$ cat config.mk
export PLATFORM = sky130hd
export DESIGN_NAME = uart_tx_fifo
export DESIGN_NICKNAME = d
export VERILOG_FILES = /design/src/rtl/uart_tx_fifo.sv
export SDC_FILE = /design/constraint.sdc
export NUM_CORES = 1
export LEC_CHECK = 0
export CAP_MARGIN = 20
export CORE_ASPECT_RATIO = 1.1
export CORE_MARGIN = 2
export CORE_UTILIZATION = 25
export CTS_BUF_LIST = sky130_fd_sc_hd__clkbuf_16
export DETAILED_ROUTE_END_ITERATION = 7
export SLEW_MARGIN = 20
export SYNTH_ARGS = -nofsm -noshare
export SYNTH_HDL_FRONTEND = slang
export SYNTH_SLANG_ARGS = --single-unit
$ cat constraint.sdc
create_clock -name clk -period 2.64 [get_ports clk]
set_clock_uncertainty 0.2 [all_clocks]
set_input_delay 0.792 -clock clk [delete_from_list [all_inputs] [get_ports clk]]
set_output_delay 0.792 -clock clk [all_outputs]
set_load 0.02 [all_outputs]
$ cat src/rtl/uart_tx_fifo.sv
// UART transmitter with an internal baud divider and a small write FIFO.
// Frames are sent LSB-first with optional parity and 1 or 2 stop bits.
module uart_tx_fifo #(
    parameter int CLKS_PER_BIT = 434,
    parameter int DATA_BITS    = 8,
    parameter int PARITY_EN    = 0,
    parameter int PARITY_ODD   = 0,
    parameter int STOP_BITS    = 1,
    parameter int FIFO_DEPTH   = 4
) (
    input  logic                          clk,
    input  logic                          rst,
    input  logic [DATA_BITS-1:0]          din,
    input  logic                          wr_en,
    output logic                          full,
    output logic                          overflow,
    output logic [$clog2(FIFO_DEPTH):0]   fifo_cnt,
    output logic                          tx,
    output logic                          tx_busy
);

    localparam int AW = $clog2(FIFO_DEPTH);
    localparam int CW = AW + 1;
    localparam int BW = $clog2(CLKS_PER_BIT);
    localparam int IW = $clog2(DATA_BITS);

    typedef enum logic [2:0] {
        S_IDLE,
        S_START,
        S_DATA,
        S_PARITY,
        S_STOP
    } state_t;

    logic [DATA_BITS-1:0] r_mem [FIFO_DEPTH];
    logic [AW-1:0]        r_wptr;
    logic [AW-1:0]        r_rptr;
    logic [CW-1:0]        r_cnt;
    logic                 r_ovf;

    state_t               r_state;
    logic [BW-1:0]        r_baud;
    logic [IW-1:0]        r_idx;
    logic                 r_stop_idx;
    logic [DATA_BITS-1:0] r_shift;
    logic                 r_par;
    logic                 r_tx;

    logic                 w_full;
    logic                 w_empty;
    logic                 w_wr;
    logic                 w_pop;
    logic                 w_bit_end;
    logic                 w_stop_end;
    logic [DATA_BITS-1:0] w_head;

    always_comb begin
        w_full     = (r_cnt == CW'(FIFO_DEPTH));
        w_empty    = (r_cnt == '0);
        w_wr       = wr_en & ~w_full;
        w_bit_end  = (r_baud == BW'(CLKS_PER_BIT - 1));
        w_stop_end = (r_state == S_STOP) & w_bit_end & (r_stop_idx == 1'(STOP_BITS - 1));
        w_pop      = ~w_empty & ((r_state == S_IDLE) | w_stop_end);
        w_head     = r_mem[r_rptr];
    end

    // Storage is not reset; only the pointers and count define validity.
    always_ff @(posedge clk) begin
        if (w_wr) begin
            r_mem[r_wptr] <= din;
        end
    end

    always_ff @(posedge clk or posedge rst) begin
        if (rst) begin
            r_wptr <= '0;
            r_rptr <= '0;
            r_cnt  <= '0;
            r_ovf  <= 1'b0;
        end else begin
            r_ovf <= wr_en & w_full;
            if (w_wr) begin
                r_wptr <= r_wptr + AW'(1);
            end
            if (w_pop) begin
                r_rptr <= r_rptr + AW'(1);
            end
            case ({w_wr, w_pop})
                2'b10:   r_cnt <= r_cnt + CW'(1);
                2'b01:   r_cnt <= r_cnt - CW'(1);
                default: r_cnt <= r_cnt;
            endcase
        end
    end

    // tx is registered from the current state, so the line trails the state by one cycle.
    always_ff @(posedge clk or posedge rst) begin
        if (rst) begin
            r_state    <= S_IDLE;
            r_baud     <= '0;
            r_idx      <= '0;
            r_stop_idx <= 1'b0;
            r_shift    <= '0;
            r_par      <= 1'b0;
            r_tx       <= 1'b1;
        end else begin
            case (r_state)
                S_IDLE: begin
                    r_tx   <= 1'b1;
                    r_baud <= '0;
                    if (w_pop) begin
                        r_shift <= w_head;
                        r_par   <= (^w_head) ^ 1'(PARITY_ODD);
                        r_state <= S_START;
                    end
                end
                S_START: begin
                    r_tx <= 1'b0;
                    if (w_bit_end) begin
                        r_baud  <= '0;
                        r_idx   <= '0;
                        r_state <= S_DATA;
                    end else begin
                        r_baud <= r_baud + BW'(1);
                    end
                end
                S_DATA: begin
                    r_tx <= r_shift[0];
                    if (w_bit_end) begin
                        r_baud  <= '0;
                        r_shift <= r_shift >> 1;
                        if (r_idx == IW'(DATA_BITS - 1)) begin
                            r_stop_idx <= 1'b0;
                            r_state    <= (PARITY_EN != 0) ? S_PARITY : S_STOP;
                        end else begin
                            r_idx <= r_idx + IW'(1);
                        end
                    end else begin
                        r_baud <= r_baud + BW'(1);
                    end
                end
                S_PARITY: begin
                    r_tx <= r_par;
                    if (w_bit_end) begin
                        r_baud     <= '0;
                        r_stop_idx <= 1'b0;
                        r_state    <= S_STOP;
                    end else begin
                        r_baud <= r_baud + BW'(1);
                    end
                end
                S_STOP: begin
                    r_tx <= 1'b1;
                    if (w_bit_end) begin
                        r_baud <= '0;
                        if (w_stop_end) begin
                            if (w_pop) begin
                                r_shift <= w_head;
                                r_par   <= (^w_head) ^ 1'(PARITY_ODD);
                                r_state <= S_START;
                            end else begin
                                r_state <= S_IDLE;
                            end
                        end else begin
                            r_stop_idx <= ~r_stop_idx;
                        end
                    end else begin
                        r_baud <= r_baud + BW'(1);
                    end
                end
                default: begin
                    r_tx    <= 1'b1;
                    r_baud  <= '0;
                    r_state <= S_IDLE;
                end
            endcase
        end
    end

    assign full     = w_full;
    assign overflow = r_ovf;
    assign fifo_cnt = r_cnt;
    assign tx       = r_tx;
    assign tx_busy  = (r_state != S_IDLE) | ~w_empty;

endmodule
==> out/metrics.yaml <==
clock_network:
  cts_root_buffer: "clkbuf_16"
  clock_latency_ps: 330
  clock_sinks: 66
  max-clock-path-buffers: 2
  numCtsBuffers: 9
  clk_pin_slew_ps: 60
  cts_tree: "done"
  cts_max_level: 3
placed_design:
  dp_slack_ps: -57.0
  placed_cells: 391
  port_buffers: 17
  post_dp_cell_area_um2: 3380
  dp_hpwl_um: 3620
  gp_routability_congestion: 0.769
critical_path:
  max_stage_delay_ps: 440
  slowest_stage: "dfrtp_1"
  cp_max_fo: 5
  rr_worst_depth: 12
  crit_path_cell_trace: "nor3_2 > nand3b_1 > dlygate4sd2_1"
  r2r-start: "r_baud[1]$_DFF_PP0_"
  critPathRequiredTime_ps: 1650
  startpoint: "fifo_cnt[0]$_DFFE_PP0P_"
  arrival_ps: 1470
  reg2reg_slack_ps: 240
  cp-end-kind: "output pin"
  startpoint_type: "flop"
  r2r_end: "fifo_cnt[2]$_DFFE_PP0P_"
  worstSetupPathType: "flop to output pin"
synth:
  synthArstFlopShare: 0.515
  synth-edff-count: 32
  ys_seq_elements: 66
  synth_top_flop_cell: "dfrtp_1"
  synth_nets: 238
  syn_area_um2: 2960
  ys_seq_area_frac: 0.612
  avgSynthCellArea_um2: 13.7
  synthDistinctLibCells: 41
  syn_inst: 217
  yosys_warnings: 0
sta:
  drv_slew: 0
  hold_slack_ps: 291
  fin_crit_ps: 2460
  period_share: 0.933
  hold_viol: 0
  relSlewSlack: 0.685
  tightest_slew_ps: 473
  rsz0062_at_grt: "true"
  max_freq_mhz: 406
  setup_ws_ps: 176
  tns_ps: 0
  finalSetupViolCount: 0
cells_and_area:
  nFillCells: 1162
  regArea_um2: 1810
  n_antenna_cell: 0
  syn_to_final_growth_pct: 25.8
  layout.cells.non_filler: 409
  multi_input_area_um2: 1080
  fin_area_um2: 3730
  nets: 275
  drive_gt1_frac: 0.193
pwr:
  vdd_drop_max_mv: 0.485
  power_per_cell_area_nw_per_um2: 806
  p_leak_nw: 1.50
global_routing:
  grt_usage: 0.0940
  grt_pass1_wl_um: 9200
  grt_pass1_vias: 1882
  grt_busiest_layer: "met2"
  antenna_found_initial: 0
  overflow: 0
  use_met1: 0.115
  met3_usage: 0.0215
  gr-usage-met2: 0.154
  grt_max_degree: 35
floorplan:
  fp-row-count: 41
  die_x_um: 108
  pin_count: 18
  core_region_area_um2: 11500
  die-area_um2: 12700
  start_util: 0.258
  dieHeight_um: 118
route:
  drtPass1Iterations: 4
  drt_wl_total_um: 5520
  vias: 1766
  postRouteAntennaNets: 0
  drt_iter0_markers: 75
  vias_per_cell: 4.32
  drc: 0
  wl_per_cell_um: 13.5
run_status:
  status: "finished, final reports clean"
flow_run:
  maxCapViolCount: 0
hold_path:
  hp-start: "r_idx[1]$_DFFE_PP0P_"
  hold_depth: 1
  min_to: "r_idx[1]$_DFFE_PP0P_"
  hp-class: "flop to flop"
## synthesized netlist by cell type (all sizes together), types with 2 or more instances
| cell type | count | area [um^2] |
|---|---|---|
| clkbuf | 3 | 12.5 |
| edfxtp | 32 | 961 |
| mux4 | 8 | 180 |
| nor2 | 19 | 71.3 |
| xnor2 | 16 | 140 |
| nand3 | 3 | 15.0 |
| o31ai | 2 | 15.0 |
| o22a | 13 | 114 |
| o21ai | 5 | 25.0 |
| o22ai | 3 | 18.8 |
| buf | 3 | 27.5 |
| and3 | 5 | 31.3 |
| nand2b | 2 | 12.5 |
| nand2 | 15 | 56.3 |
| ha | 9 | 113 |
| xor2 | 5 | 43.8 |
| dfrtp | 33 | 826 |
| nor3 | 4 | 20.0 |
| nor2b | 3 | 18.8 |
| inv | 15 | 56.3 |
| a21oi | 3 | 18.8 |
| a22o | 2 | 18.8 |
## worst max-delay path by stage
stage                     slack (ps)                       to
after floorplan                   70  fifo_cnt[2]$_DFFE_PP0P_
after global placement           -10  fifo_cnt[2]$_DFFE_PP0P_
after detailed placement         -60  fifo_cnt[2]$_DFFE_PP0P_
after CTS                        130                  tx_busy
after global routing              -8  fifo_cnt[2]$_DFFE_PP0P_
final                            180                  tx_busy
## power by group
part	leakage, nW	total (mW)	switching [mW]	internal, mW
registers	0.712	1.30	0.0683	1.23
clock network	0.154	1.20	0.446	0.750
logic	0.632	0.511	0.269	0.241
## cell type report
type / instances / area share
clock inverter: 5 / 0.00940
clock buffer: 11 / 0.0738
sequential: 66 / 0.486
inverter: 15 / 0.0151
tap: 150 / 0.0503
timing repair buffer: 32 / 0.0752
multi-input combinational: 130 / 0.290
## registers in the layout, summed over array words and instances (netlist names)
signal	cells
r_mem	32
r_baud	9
r_shift	8
fifo_cnt	3
r_idx	3
r_state	3
r_rptr	2
r_wptr	2
overflow	1
r_par	1
r_stop_idx	1
tx	1
## what timing repair did
item	CTS	global route
setup endpoints to repair	2	1
cloned	0	0
resized for setup	3	7
setup buffers	0	2
endpoints found under the hold margin	0	0
pin swaps	0	3
hold buffers	0	0
## layer usage
metal | vias up | share of wire | wire [um]
li1 | 852 | - | -
met1 | 885 | 0.46 | 2540
met2 | 21 | 0.50 | 2770
met3 | 8 | 0.017 | 94
met4 | 0 | 0.020 | 112
met5 | - | 0 | 0
## worst max-delay path, delay by kind of cell (launching register included)
| kind | cells | cell delay, ps |
|---|---|---|
| DFF | 1 | 440 |
| buffers and inverters | 1 | 330 |
| and+or+nand+nor | 2 | 370 |
## cell families (layout without fill, tap and decap cells)
| kind of cell | after synthesis | count (layout) | share of synthesized area |
|---|---|---|---|
| DFF | 66 | 66 | 0.612 |
| AOI/OAI and AO/OA | 32 | 32 | 0.0823 |
| and+or+nand+nor | 57 | 57 | 0.0971 |
| muxes | 10 | 10 | 0.0693 |
| buffers and inverters | 21 | 63 | 0.0325 |
| adders and majority gates | 10 | 10 | 0.0448 |
| xor gates and xnor gates | 21 | 21 | 0.0621 |
## per-stage QoR
| stage | total power [mW] | util |
|---|---|---|
| 2_1_floorplan | 1.62 | - |
| 3_3_place_gp | 1.81 | 0.294 |
| 3_5_place_dp | 1.83 | 0.294 |
| 4_1_cts | 3.04 | 0.321 |
| 5_1_grt | 3.16 | 0.324 |
| 6_report | 3.01 | 0.324 |
## cell usage in the layout (no fill, tap or decap), types with 2 or more instances in the layout
master / count
xnor2_1: 16
a21oi_1: 2
nor2b_1: 3
nand2_1: 15
o21ai_0: 4
edfxtp_1: 32
nor3_1: 3
nand2b_1: 2
clkbuf_16: 11
xor2_1: 5
dfrtp_1: 33
ha_1: 7
clkdlybuf4s50_1: 15
inv_1: 14
clkinv_4: 2
nor2_1: 19
dlygate4sd2_1: 2
inv_2: 2
nand3_1: 3
buf_4: 15
o22a_1: 13
o22ai_1: 3
mux4_2: 8
and3_1: 5
Power figures use the tool's default switching activity.
